## src/rtl/ifu_prefetch_if.sv

```systemverilog
// Bundled instruction-memory and decode-side signals of the fetch front end.
// The master modport is the prefetcher itself; slave is its environment.
interface ifu_prefetch_if;
   logic        imem_req;
   logic [31:0] imem_addr;
   logic        imem_ready;
   logic        imem_rvalid;
   logic [31:0] imem_rdata;
   logic        if_we;
   logic        flush;
   logic [31:0] flush_target;
   logic        inst_valid;
   logic [31:0] inst_out;
   logic [31:0] pc_out;
   logic [31:0] pc_plus4_out;

   modport master (
      output imem_req, imem_addr, inst_valid, inst_out, pc_out, pc_plus4_out,
      input  imem_ready, imem_rvalid, imem_rdata, if_we, flush, flush_target
   );

   modport slave (
      input  imem_req, imem_addr, inst_valid, inst_out, pc_out, pc_plus4_out,
      output imem_ready, imem_rvalid, imem_rdata, if_we, flush, flush_target
   );
endinterface

```

## src/rtl/ifu_prefetch.sv

```systemverilog
// Instruction prefetcher: credit-limited in-order requests to a variable-latency
// memory, a DEPTH-entry queue of {pc, inst}, and flush-time discard of stale replies.
module ifu_prefetch #(
   parameter int          DEPTH    = 4,
   parameter logic [31:0] RESET_PC = 32'h0000_0000,
   parameter logic [31:0] NOP      = 32'h0000_0013
) (
   input logic            clk,
   input logic            rst,
   ifu_prefetch_if.master bus
);
   localparam int AW = $clog2(DEPTH);
   localparam int CW = $clog2(DEPTH + 1);
   localparam int SW = CW + 1;
   localparam logic [SW-1:0] DEPTH_S = SW'(DEPTH);

   typedef struct packed {
      logic [31:0] pc;
      logic [31:0] inst;
   } entry_t;

   entry_t        q [DEPTH];
   logic [AW-1:0] rd_ptr, wr_ptr;
   logic [CW-1:0] count, outstanding, discard, outstanding_nxt;
   logic [31:0]   fetch_pc, resp_pc;
   logic          credit_ok, accept, drop, push, pop, head_valid, inst_valid;
   logic          unused_tgt_lsb;

   assign unused_tgt_lsb = ^bus.flush_target[1:0];

   // Queued plus in-flight words never exceed the queue size, so a push always fits.
   assign credit_ok  = ({1'b0, count} + {1'b0, outstanding}) < DEPTH_S;
   assign head_valid = (count != '0);
   assign drop       = (discard != '0);

   assign bus.imem_req  = !rst && !bus.flush && credit_ok;
   assign bus.imem_addr = fetch_pc;
   assign accept        = bus.imem_req && bus.imem_ready;
   assign push          = bus.imem_rvalid && !drop && !bus.flush;
   assign pop           = head_valid && bus.if_we && !bus.flush;

   assign inst_valid       = !rst && head_valid;
   assign bus.inst_valid   = inst_valid;
   assign bus.inst_out     = inst_valid ? q[rd_ptr].inst : NOP;
   assign bus.pc_out       = inst_valid ? q[rd_ptr].pc : 32'd0;
   assign bus.pc_plus4_out = bus.pc_out + 32'd4;

   always_comb begin
      outstanding_nxt = outstanding;
      if (accept && !bus.imem_rvalid)
         outstanding_nxt = outstanding + CW'(1);
      else if (!accept && bus.imem_rvalid)
         outstanding_nxt = outstanding - CW'(1);
   end

   always_ff @(posedge clk) begin
      if (push && !rst)
         q[wr_ptr] <= '{pc: resp_pc, inst: bus.imem_rdata};
   end

   always_ff @(posedge clk) begin
      if (rst) begin
         fetch_pc    <= RESET_PC;
         resp_pc     <= RESET_PC;
         rd_ptr      <= '0;
         wr_ptr      <= '0;
         count       <= '0;
         outstanding <= '0;
         discard     <= '0;
      end else if (bus.flush) begin
         // Everything still in flight after this edge belongs to the old stream.
         fetch_pc    <= {bus.flush_target[31:2], 2'b00};
         resp_pc     <= {bus.flush_target[31:2], 2'b00};
         rd_ptr      <= wr_ptr;
         count       <= '0;
         outstanding <= outstanding_nxt;
         discard     <= outstanding_nxt;
      end else begin
         outstanding <= outstanding_nxt;
         if (accept)
            fetch_pc <= fetch_pc + 32'd4;
         if (bus.imem_rvalid && drop)
            discard <= discard - CW'(1);
         if (push) begin
            wr_ptr  <= wr_ptr + AW'(1);
            resp_pc <= resp_pc + 32'd4;
         end
         if (pop)
            rd_ptr <= rd_ptr + AW'(1);
         case ({push, pop})
            2'b10:   count <= count + CW'(1);
            2'b01:   count <= count - CW'(1);
            default: count <= count;
         endcase
      end
   end
endmodule
```

## src/flat_wrapper.sv

```systemverilog
// flat-port wrapper written by rule: the top's interface ports become plain ports
module ifu_prefetch_flat 
#(
   parameter int          DEPTH    = 4,
   parameter logic [31:0] RESET_PC = 32'h0000_0000,
   parameter logic [31:0] NOP      = 32'h0000_0013
)
  (clk, rst, bus_imem_req, bus_imem_addr, bus_inst_valid, bus_inst_out, bus_pc_out, bus_pc_plus4_out, bus_imem_ready, bus_imem_rvalid, bus_imem_rdata, bus_if_we, bus_flush, bus_flush_target);
  ifu_prefetch_if bus_i ();
  input logic clk;
  input logic rst;
  output wire logic [$bits(bus_i.imem_req)-1:0] bus_imem_req;
  output wire logic [$bits(bus_i.imem_addr)-1:0] bus_imem_addr;
  output wire logic [$bits(bus_i.inst_valid)-1:0] bus_inst_valid;
  output wire logic [$bits(bus_i.inst_out)-1:0] bus_inst_out;
  output wire logic [$bits(bus_i.pc_out)-1:0] bus_pc_out;
  output wire logic [$bits(bus_i.pc_plus4_out)-1:0] bus_pc_plus4_out;
  input wire logic [$bits(bus_i.imem_ready)-1:0] bus_imem_ready;
  input wire logic [$bits(bus_i.imem_rvalid)-1:0] bus_imem_rvalid;
  input wire logic [$bits(bus_i.imem_rdata)-1:0] bus_imem_rdata;
  input wire logic [$bits(bus_i.if_we)-1:0] bus_if_we;
  input wire logic [$bits(bus_i.flush)-1:0] bus_flush;
  input wire logic [$bits(bus_i.flush_target)-1:0] bus_flush_target;
  assign bus_imem_req = bus_i.imem_req;
  assign bus_imem_addr = bus_i.imem_addr;
  assign bus_inst_valid = bus_i.inst_valid;
  assign bus_inst_out = bus_i.inst_out;
  assign bus_pc_out = bus_i.pc_out;
  assign bus_pc_plus4_out = bus_i.pc_plus4_out;
  assign bus_i.imem_ready = bus_imem_ready;
  assign bus_i.imem_rvalid = bus_imem_rvalid;
  assign bus_i.imem_rdata = bus_imem_rdata;
  assign bus_i.if_we = bus_if_we;
  assign bus_i.flush = bus_flush;
  assign bus_i.flush_target = bus_flush_target;
  ifu_prefetch #(.DEPTH(DEPTH), .RESET_PC(RESET_PC), .NOP(NOP)) u_core (.clk(clk), .rst(rst), .bus(bus_i));
endmodule
```

## config.mk

```make
export PLATFORM = sky130hd
export DESIGN_NAME = ifu_prefetch_flat
export DESIGN_NICKNAME = d
export VERILOG_FILES = /design/src/rtl/ifu_prefetch_if.sv /design/src/rtl/ifu_prefetch.sv /design/src/flat_wrapper.sv
export SDC_FILE = /design/constraint.sdc
export NUM_CORES = 1
export LEC_CHECK = 0
export CORE_AREA = 2 2 157 159
export CTS_BUF_LIST = sky130_fd_sc_hd__clkbuf_8
export CTS_CLUSTER_DIAMETER = 150
export DETAILED_ROUTE_END_ITERATION = 7
export DIE_AREA = 0 0 159 161
export HOLD_SLACK_MARGIN = 0.08
export PLACE_DENSITY = 0.87
export SKIP_CTS_REPAIR_TIMING = 1
export SLEW_MARGIN = 10
export SYNTH_ARGS = -nofsm -noshare
export SYNTH_HDL_FRONTEND = slang
export SYNTH_SLANG_ARGS = --single-unit
```

## constraint.sdc

```tcl
create_clock -name clk -period 5.58 [get_ports clk]
set_input_delay 0.837 -clock clk [delete_from_list [all_inputs] [get_ports clk]]
set_output_delay 0.837 -clock clk [all_outputs]
set_load 0.01 [all_outputs]
```

==> flow_summary_export.csv, run 1 <==
group,metric,value,unit
run_status,status,"finished, final reports clean",
power,ir_worst_vdd,0.0001776,V
power,pwr-share-comb,8.6,%
die,die_area,25600,um2
global_routing,grt_pass1_vias,9447,
timing,hold_violations,0,
finish,drive_gt1_share,12.33,%
finish,layout.nets,1310,
detailed_routing,drt_wl_total,33.21,mm
synthesis,synth_top_area_share,51.92,%
worst_setup_path,worstSetupPathType,"reg2out",
global_routing,antenna_found_initial,0,
power,power_density,291.2,nW/um2
worst_hold_path,hold_path.startpoint,"u_core.bus.imem_addr[30]",
detailed_routing,routedWlPerCell,20.90,um
synthesis,ys_types,56,
detailed_routing,via_count,9686,
clock_network,clock_latency,570,ps
worst_setup_path,cp_slowest_cell,"or4b_1",
die,core_area,23960,um2
timing,grt_setup_unrepaired,"false",
power,p_leak,5.953,nW
global_routing,grt_max_degree,63,
clock_network,clock-sinks,323,
power,clock_power_share,37.8,%
worst_setup_path,reg2reg_depth,7,
worst_setup_path,rr_endpoint,"u_core.bus.imem_addr[31]",
worst_setup_path,arrival,4170,ps
die,initial_utilization,59.86,%
power,p_int,3.916,mW
synthesis,synth_area_leaders,"edfxtp_1, dfxtp_1, mux4_2",
timing,worstMarginPinSlew,915.5,ps
timing,skew,23.89,ps
die,std_cell_rows,57,
synthesis,yosysSeqAreaShare,62.39,%
die,pin_count,200,
placed_design,place_congestion,0.8633,
timing,slew_headroom,38.97,%
worst_hold_path,min_path_cells,2,
finish,diodes,0,
clock_network,clockRootBuffer,"clkbuf_8",
detailed_routing,drc,0,
worst_setup_path,r2r_setup_slack,2890,ps
worst_setup_path,crit_fanout,26,
synthesis,ys_warn_count,0,
worst_setup_path,critPathLaunchType,"register",
detailed_routing,drt_first_pass_iters,6,
worst_setup_path,required,4740,ps
worst_setup_path,slowest_delay,690,ps
power,sw_frac_of_total,23.14,%
synthesis,ys_ff_latch,323,
synthesis,synth-edff-count,248,
timing,final-max-slew-violation-count,0,
synthesis,synthTopCellsByCount,"edfxtp_1, dfxtp_1, and3_1, nor2_1",
synthesis,async_reset_ff_share,0,%
placed_design,portBuffers,191,
die,chipWidth,159,um
synthesis,synth_area,14340,um2
finish,syn2layout_area_growth,22.01,%
clock_network,cts_htree_levels,2,
global_routing,grt_overflow,0,
timing,whs,549.6,ps
worst_hold_path,hp-class,"reg2reg",
global_routing,grtUsageTotal,25.75,%
clock_network,cts_tree,"yes",
timing,setup_violations,0,
synthesis,synth_ff_type,"edfxtp_1",
die,die_h,161,um
synthesis,syn_area_per_cell,13.91,um2
timing,finalCritPeriodShare,89.69,%
synthesis,synth.largest_area_cell,"edfxtp_1",
clock_network,cts-root-to-sink-buffers,3,
timing,fin_setup_tns,0,ps
synthesis,synth_cells,1031,
job,maxCapViolations,0,
worst_hold_path,hold_end,"u_core.bus.imem_addr[30]",
clock_network,clkSlewWorstSetupHoldPaths,60,ps
placed_design,place_hpwl,22.15,mm
worst_setup_path,end_kind,"output pin",
synthesis,synth_most_common_cell,"edfxtp_1",
clock_network,cts_made_buffers,48,
timing,fmax,199.8,MHz
global_routing,grt_pass1_wl,51.83,mm
power,pwr-share-seq,53.5,%
worst_setup_path,r2r-start,"u_core.count[1]",
worst_setup_path,worstPathCellList,"buf_4, mux4_1, nand3_1, or4b_1, or4_1, a21oi_1, clkdlybuf4s50_1",
power,p_sw,1.179,mW
detailed_routing,vias_per_cell,6.096,
timing,fin_crit,5005,ps
detailed_routing,drtIter0Drc,976,
detailed_routing,ant_nets,0,
## critical path, delay by kind of cell (launching register included)
| family | cells | cell delay, ps |
|---|---|---|
| and+or+nand+nor | 3 | 1310 |
| buffers and inverters | 2 | 980 |
| DFF | 1 | 670 |
| muxes | 1 | 470 |
| AOI/OAI and AO/OA | 1 | 170 |
## flip-flops by register name, indices dropped and copies added, names as in the netlist, named ones only
| signal | flops |
|---|---|
| u_core.q | 248 |
| u_core.rd_ptr | 2 |
| u_core.wr_ptr | 2 |
| u_core.count | 3 |
| u_core.discard | 3 |
| u_core.outstanding | 3 |
| u_core.resp_pc | 30 |
| u_core.bus.imem_addr | 30 |
## routing by layer
| layer | up-vias | track usage [%] | routed length (um) |
|---|---|---|---|
| met5 | - | 0 | 0 |
| met4 | 0 | 6.777 | 648 |
| met3 | 66 | 4.674 | 3234 |
| met2 | 587 | 41.46 | 15550 |
| met1 | 4676 | 36.91 | 13770 |
| li1 | 4357 | - | - |
## how the worst max path moves through the flow
stage | startpoint | to | slack (ps) | depth (start not counted)
2_1_floorplan | rst | bus_pc_plus4_out[16] | 1570 | 10
3_3_place_gp | rst | bus_pc_plus4_out[16] | 890 | 9
3_5_place_dp | rst | bus_pc_plus4_out[16] | 810 | 9
4_1_cts | register | bus_pc_plus4_out[16] | 510 | 7
5_1_grt | register | bus_pc_plus4_out[16] | 340 | 7
6_report | register | bus_pc_plus4_out[16] | 580 | 7
## power groups by stage
| stage | clock, mW | sequential, mW | combinational (mW) |
|---|---|---|---|
| after floorplan | 0 | 2.75 | 0.269 |
| after global placement | 0 | 2.77 | 0.423 |
| after detailed placement | 0 | 2.78 | 0.435 |
| after CTS | 1.96 | 2.73 | 0.439 |
| after global routing | 2.06 | 2.74 | 0.476 |
| final | 1.93 | 2.73 | 0.440 |
## placed cells by master (no fill, tap or decap), types with 11 or more instances in the layout
master	n
edfxtp_1	248
and2_1	13
a31oi_1	16
and4_1	12
a21boi_0	22
nand4_1	25
inv_1	40
a211oi_1	12
nand3_1	29
nand2_1	51
xor2_1	23
clkdlybuf4s50_1	191
clkbuf_8	51
and3_1	64
nor3_1	27
a21oi_1	25
clkinv_2	11
dfxtp_1	73
mux4_2	51
xnor2_1	47
nor4_1	27
buf_4	18
mux4_1	11
o21ai_0	16
o21a_1	14
nor2_1	52
ha_1	14
## metrics by stage
step                cell area [um2]  cells  total power [mW]  util [%]  worst slack (ps)
floorplan                     14360   1036             3.022         -              1568
global placement              16520   1499             3.193     68.93             888.8
detailed placement            16520   1499             3.211     68.93             809.9
CTS                           17500   1589             5.120     73.03             514.7
global route                  17500   1589             5.270     73.03             344.9
finish                        17500   1589             5.096     73.03             575.5
## cells by family (layout without fill, tap and decap cells)
group	count (synthesis)	in the layout	share of synthesized area [%]
AND/OR/NAND/NOR	330	330	12.53
AO/OA/AOI/OAI	123	123	5.714
XOR/XNOR	70	70	4.274
adder cells (fa/ha/maj)	15	15	1.361
other	1	6	0.02614
flip-flops	323	323	62.39
buffers and inverters	100	329	3.166
multiplexers	69	69	10.54
## cell type report
type	instances	area [um2]
clock buffers	51	701.9
repair buffers	211	2087
well taps	324	405.4
clock inverters	39	281.5
multi-input cells	613	4966
inverters	28	105.1
fillers	1463	6462
flip-flops and latches	323	8954
Power figures use the tool's default switching activity.
==> inputs of run 2 (changes only) <==
- ABC_AREA: unset -> 1
- CORE_AREA: 2 2 157 159 -> 2 2 165 167
- DIE_AREA: 0 0 159 161 -> 0 0 167 169
==> flow_summary_export.csv, run 2 <==
group,metric,value,unit
worst_setup_path,crit_fanout,82,
synthesis,synth_most_common_cell,"nand2_1",
worst_setup_path,reg2reg_depth,11,
die,initial_utilization,61.10,%
timing,skew,42.54,ps
timing,worstMarginPinSlew,944.4,ps
detailed_routing,drtIter0Drc,1274,
detailed_routing,drt_first_pass_iters,5,
synthesis,synth_cells,1938,
finish,fillCellCount,1909,
synthesis,ys_ff_latch,323,
detailed_routing,vias_per_cell,5.611,
worst_setup_path,critPathLaunchType,"register",
synthesis,synth.largest_area_cell,"edfxtp_1",
finish,layout.nets,2205,
detailed_routing,via_count,14030,
power,pwr-share-comb,11.9,%
synthesis,yosysSeqAreaShare,55.26,%
clock_network,cts_tree,"yes",
global_routing,grt_pass1_wl,67.47,mm
power,ir_worst_vdd,0.0001835,V
power,p_sw,1.379,mW
clock_network,clockRootBuffer,"clkbuf_8",
job,maxCapViolations,0,
finish,final_util,72.46,%
synthesis,async_reset_ff_share,0,%
die,std_cell_rows,60,
finish,largest_reg_flops,248,
global_routing,grt_busiest_layer,"met2",
die,pin_count,200,
timing,whs,498.5,ps
clock_network,cts_made_buffers,49,
clock_network,cts-root-to-sink-buffers,3,
clock_network,clock_latency,590,ps
placed_design,portBuffers,191,
clock_network,clkSlewWorstSetupHoldPaths,60,ps
worst_hold_path,hp-class,"reg2reg",
timing,final-max-slew-violation-count,0,
detailed_routing,drt_wl_total,43.13,mm
global_routing,grtUsageTotal,29.91,%
detailed_routing,routedWlPerCell,17.24,um
die,core_area,26500,um2
worst_setup_path,arrival,4140,ps
timing,fmax,200.9,MHz
synthesis,synth_area_leaders,"edfxtp_1, nand2_1, dfxtp_1",
clock_network,clock-sinks,323,
worst_setup_path,r2r_setup_slack,2550,ps
die,die_h,169,um
worst_setup_path,required,4740,ps
finish,diodes,0,
clock_network,cts_htree_levels,2,
global_routing,met3_usage,4.396,%
synthesis,synthTopCellsByCount,"nand2_1, nor2_1, edfxtp_1, inv_1, nand3_1",
power,clock_power_share,34.5,%
power,sw_frac_of_total,26.80,%
global_routing,antenna_found_initial,0,
finish,syn2layout_area_growth,18.59,%
timing,fin_crit,4977,ps
global_routing,gr-usage-met1,37.82,%
detailed_routing,drc,0,
synthesis,synth_area,16190,um2
global_routing,grt_pass1_vias,13440,
finish,final_cell_mix,"nand2_1, inv_1, nor2_1",
global_routing,grt_use_met2,51.91,%
worst_hold_path,min_path_cells,1,
timing,fin_setup_tns,0,ps
global_routing,grt_overflow,0,
worst_setup_path,worstSetupPathType,"reg2out",
finish,drive_gt1_share,5.463,%
finish,final_common_cell,"nand2_1",
placed_design,place_hpwl,28.67,mm
worst_setup_path,end_kind,"output pin",
timing,hold_violations,0,
power,p_int,3.766,mW
synthesis,syn_area_per_cell,8.356,um2
global_routing,grt_max_degree,83,
placed_design,place_congestion,0.9653,
synthesis,ys_types,41,
finish,top_register,"u_core.q",
power,power_density,267.9,nW/um2
synthesis,synth-edff-count,248,
power,pwr-share-seq,53.6,%
synthesis,ys_warn_count,0,
timing,setup_violations,0,
timing,grt_setup_unrepaired,"false",
die,chipWidth,167,um
power,p_leak,7.651,nW
detailed_routing,ant_nets,0,
timing,slew_headroom,36.55,%
die,die_area,28220,um2
run_status,status,"finished, final reports clean",
synthesis,synth_ff_type,"edfxtp_1",
timing,finalCritPeriodShare,89.20,%
synthesis,synth_top_area_share,45.99,%
run 2: cell families after synthesis:
logic type      share of synthesized area (%)
other cells                           0.02316
xor+xnor                                1.623
simple gates                            25.48
compound gates                          7.758
buf+inv                                 8.654
fa+ha+maj                               1.205
flops                                   55.26
run 2: area by class of cell:
cell class                      count  area (um2)  share of cell area, %
Timing Repair Buffer              206        2082                  10.84
Multi-Input combinational cell   1284        5892                  30.68
Tap cell                          341       426.7                  2.222
Inverter                          256       962.2                  5.010
Clock buffer                       52       715.7                  3.727
Clock inverter                     39       171.4                 0.8926
Sequential cell                   323        8954                  46.63
run 2: worst paths after layout:
path,end,start
max reg2reg,u_core.bus.imem_addr[18],u_core.count[1]
max,bus_pc_plus4_out[10],register
min,u_core.count[2],u_core.count[2]
min reg2reg,u_core.count[2],u_core.count[2]
run 2: stage by stage:
step	area (um2)	std cells	power, mW	worst slack (ps)
after floorplan	16210	1943	3.144	1024
after global placement	18320	2410	3.369	1398
after detailed placement	18320	2410	3.400	1261
after CTS	19200	2501	5.142	596.2
after global routing	19200	2501	5.326	357.7
final	19200	2501	5.145	602.5
run 2: worst max-delay path: stages, from the launching register on:
cell	delay, ps
dfxtp_4	700
buf_4	780
nand2_1	190
nand3_1	130
nand2_1	120
nand2_1	90
inv_1	60
ha_1	230
inv_1	120
nor2_1	130
nand2_1	110
clkinv_1	110
a21oi_1	190
clkdlybuf4s50_1	560
run 2: routing by layer:
metal | share of wire [%] | up-vias
met5 | 0 | -
met4 | 3.6 | 0
met3 | 8.4 | 101
met2 | 49 | 718
met1 | 39 | 6550
li1 | - | 6663
run 2: power by group through the flow:
stage,Sequential (mW),Clock [mW],Combinational (mW)
floorplan,2.78,0,0.368
global placement,2.80,0,0.572
detailed placement,2.80,0,0.597
CTS,2.75,1.78,0.604
global route,2.76,1.89,0.672
finish,2.76,1.78,0.611
==> inputs of run 3 (changes only) <==
- CORE_AREA: 2 2 165 167 -> 4 4 167 169
- DIE_AREA: 0 0 167 169 -> 0 0 171 173
- SLEW_MARGIN: 10 -> 30
==> flow_summary_export.csv, run 3 (synthesis results as in run 2) <==
group,metric,value,unit
finish,diodes,0,
worst_setup_path,required,4740,ps
global_routing,grt_pass1_wl,67.51,mm
die,chipWidth,171,um
finish,final_cells,2499,
timing,fin_setup_tns,0,ps
run_status,status,"finished, final reports clean",
global_routing,grt_pass1_vias,13610,
finish,syn2layout_area_growth,18.54,%
placed_design,place_hpwl,28.67,mm
finish,design_area,19190,um2
worst_setup_path,end_kind,"output pin",
finish,final_cell_mix,"nand2_1, inv_1, nor2_1",
timing,grt_setup_unrepaired,"false",
die,die_area,29580,um2
detailed_routing,vias_per_cell,5.621,
die,pin_count,200,
placed_design,place_ws,1261,ps
timing,hold_violations,0,
timing,setup_slack,655.7,ps
finish,fillCellCount,1920,
job,maxCapViolations,0,
power,total_power,5.165,mW
finish,top_register,"u_core.q",
worst_setup_path,r2r_setup_slack,2550,ps
global_routing,grt_overflow,0,
finish,final_common_cell,"nand2_1",
power,ir_worst_vdd,0.0001866,V
timing,fmax,203.1,MHz
clock_network,cts_htree_levels,2,
finish,multiInputGateArea,5892,um2
finish,seq_area,8954,um2
placed_design,dpl.cell_count,2411,
detailed_routing,routedWlPerCell,17.11,um
die,core_area,26580,um2
placed_design,place_area,18290,um2
clock_network,clkSlewWorstSetupHoldPaths,60,ps
clock_network,cts_tree,"yes",
clock_network,clock-sinks,323,
timing,skew,17.90,ps
detailed_routing,drtIter0Drc,1555,
power,power_density,269.1,nW/um2
detailed_routing,drt_first_pass_iters,7,
clock_network,clockRootBuffer,"clkbuf_8",
clock_network,cts-root-to-sink-buffers,3,
detailed_routing,drc,0,
finish,largest_reg_flops,248,
detailed_routing,drt_wl_total,42.77,mm
finish,layout.nets,2205,
die,std_cell_rows,60,
detailed_routing,via_count,14050,
timing,slew_headroom,35.42,%
finish,drive_gt1_share,5.283,%
placed_design,portBuffers,191,
worst_hold_path,hp-class,"reg2reg",
worst_setup_path,critPathLaunchType,"register",
global_routing,antenna_found_initial,0,
timing,whs,508.6,ps
timing,finalCritPeriodShare,88.25,%
power,p_leak,7.683,nW
timing,worstMarginPinSlew,968.7,ps
die,initial_utilization,60.93,%
worst_setup_path,crit_fanout,40,
clock_network,clock_latency,580,ps
worst_setup_path,arrival,4090,ps
global_routing,grt_max_degree,91,
finish,final_util,72.23,%
worst_setup_path,worstSetupPathType,"reg2out",
die,die_h,173,um
global_routing,grtUsageTotal,28.16,%
clock_network,cts_made_buffers,48,
detailed_routing,ant_nets,0,
timing,fin_crit,4924,ps
timing,setup_violations,0,
placed_design,place_congestion,0.9273,
timing,final-max-slew-violation-count,0,
[run 3: changes by cell type in the layout (fill, tap and decap cells not counted), sizes merged]
cell	delta
clkinv	-15
bufinv	+1
buf	+1
inv	+10
clkbuf	+1
[run 3: critical path, cell delays in order (launching register included)]
cell             delay (ps)
dfxtp_4                 480
clkinv_2                360
buf_4                   390
nand2_1                  90
nand3_1                 100
nand3_2                 160
inv_1                   190
ha_1                    240
inv_1                   100
nor2_1                  370
nand2_1                 130
nor2_1                  150
xor2_1                  170
clkdlybuf4s50_1         570
[run 3: layout make-up]
type / count / share of cell area (%)
Tap cell: 341 / 2.223
Clock buffer: 53 / 3.800
Sequential cell: 323 / 46.65
Inverter: 256 / 5.013
Clock inverter: 35 / 0.9321
Multi-Input combinational cell: 1284 / 30.70
Timing Repair Buffer: 207 / 10.69
[run 3: layer usage]
layer,wire (um),GRT usage (%)
met3,3838,4.755
met5,0,0
met4,1310,10.53
met2,20800,47.13
met1,16820,36.94
[run 3: where the power goes]
| part | switching, mW | leakage (nW) | internal [mW] |
|---|---|---|---|
| Sequential | 0.0891 | 2.88 | 2.67 |
| Combinational | 0.379 | 4.25 | 0.229 |
| Clock | 0.879 | 0.554 | 0.921 |
[run 3: worst paths after layout]
path / start / to / depth (start not counted)
min: u_core.count[2] / u_core.count[2] / 1
max: register / bus_pc_plus4_out[18] / 13
min reg2reg: u_core.count[2] / u_core.count[2] / 1
max reg2reg: u_core.outstanding[1] / u_core.bus.imem_addr[18] / 11
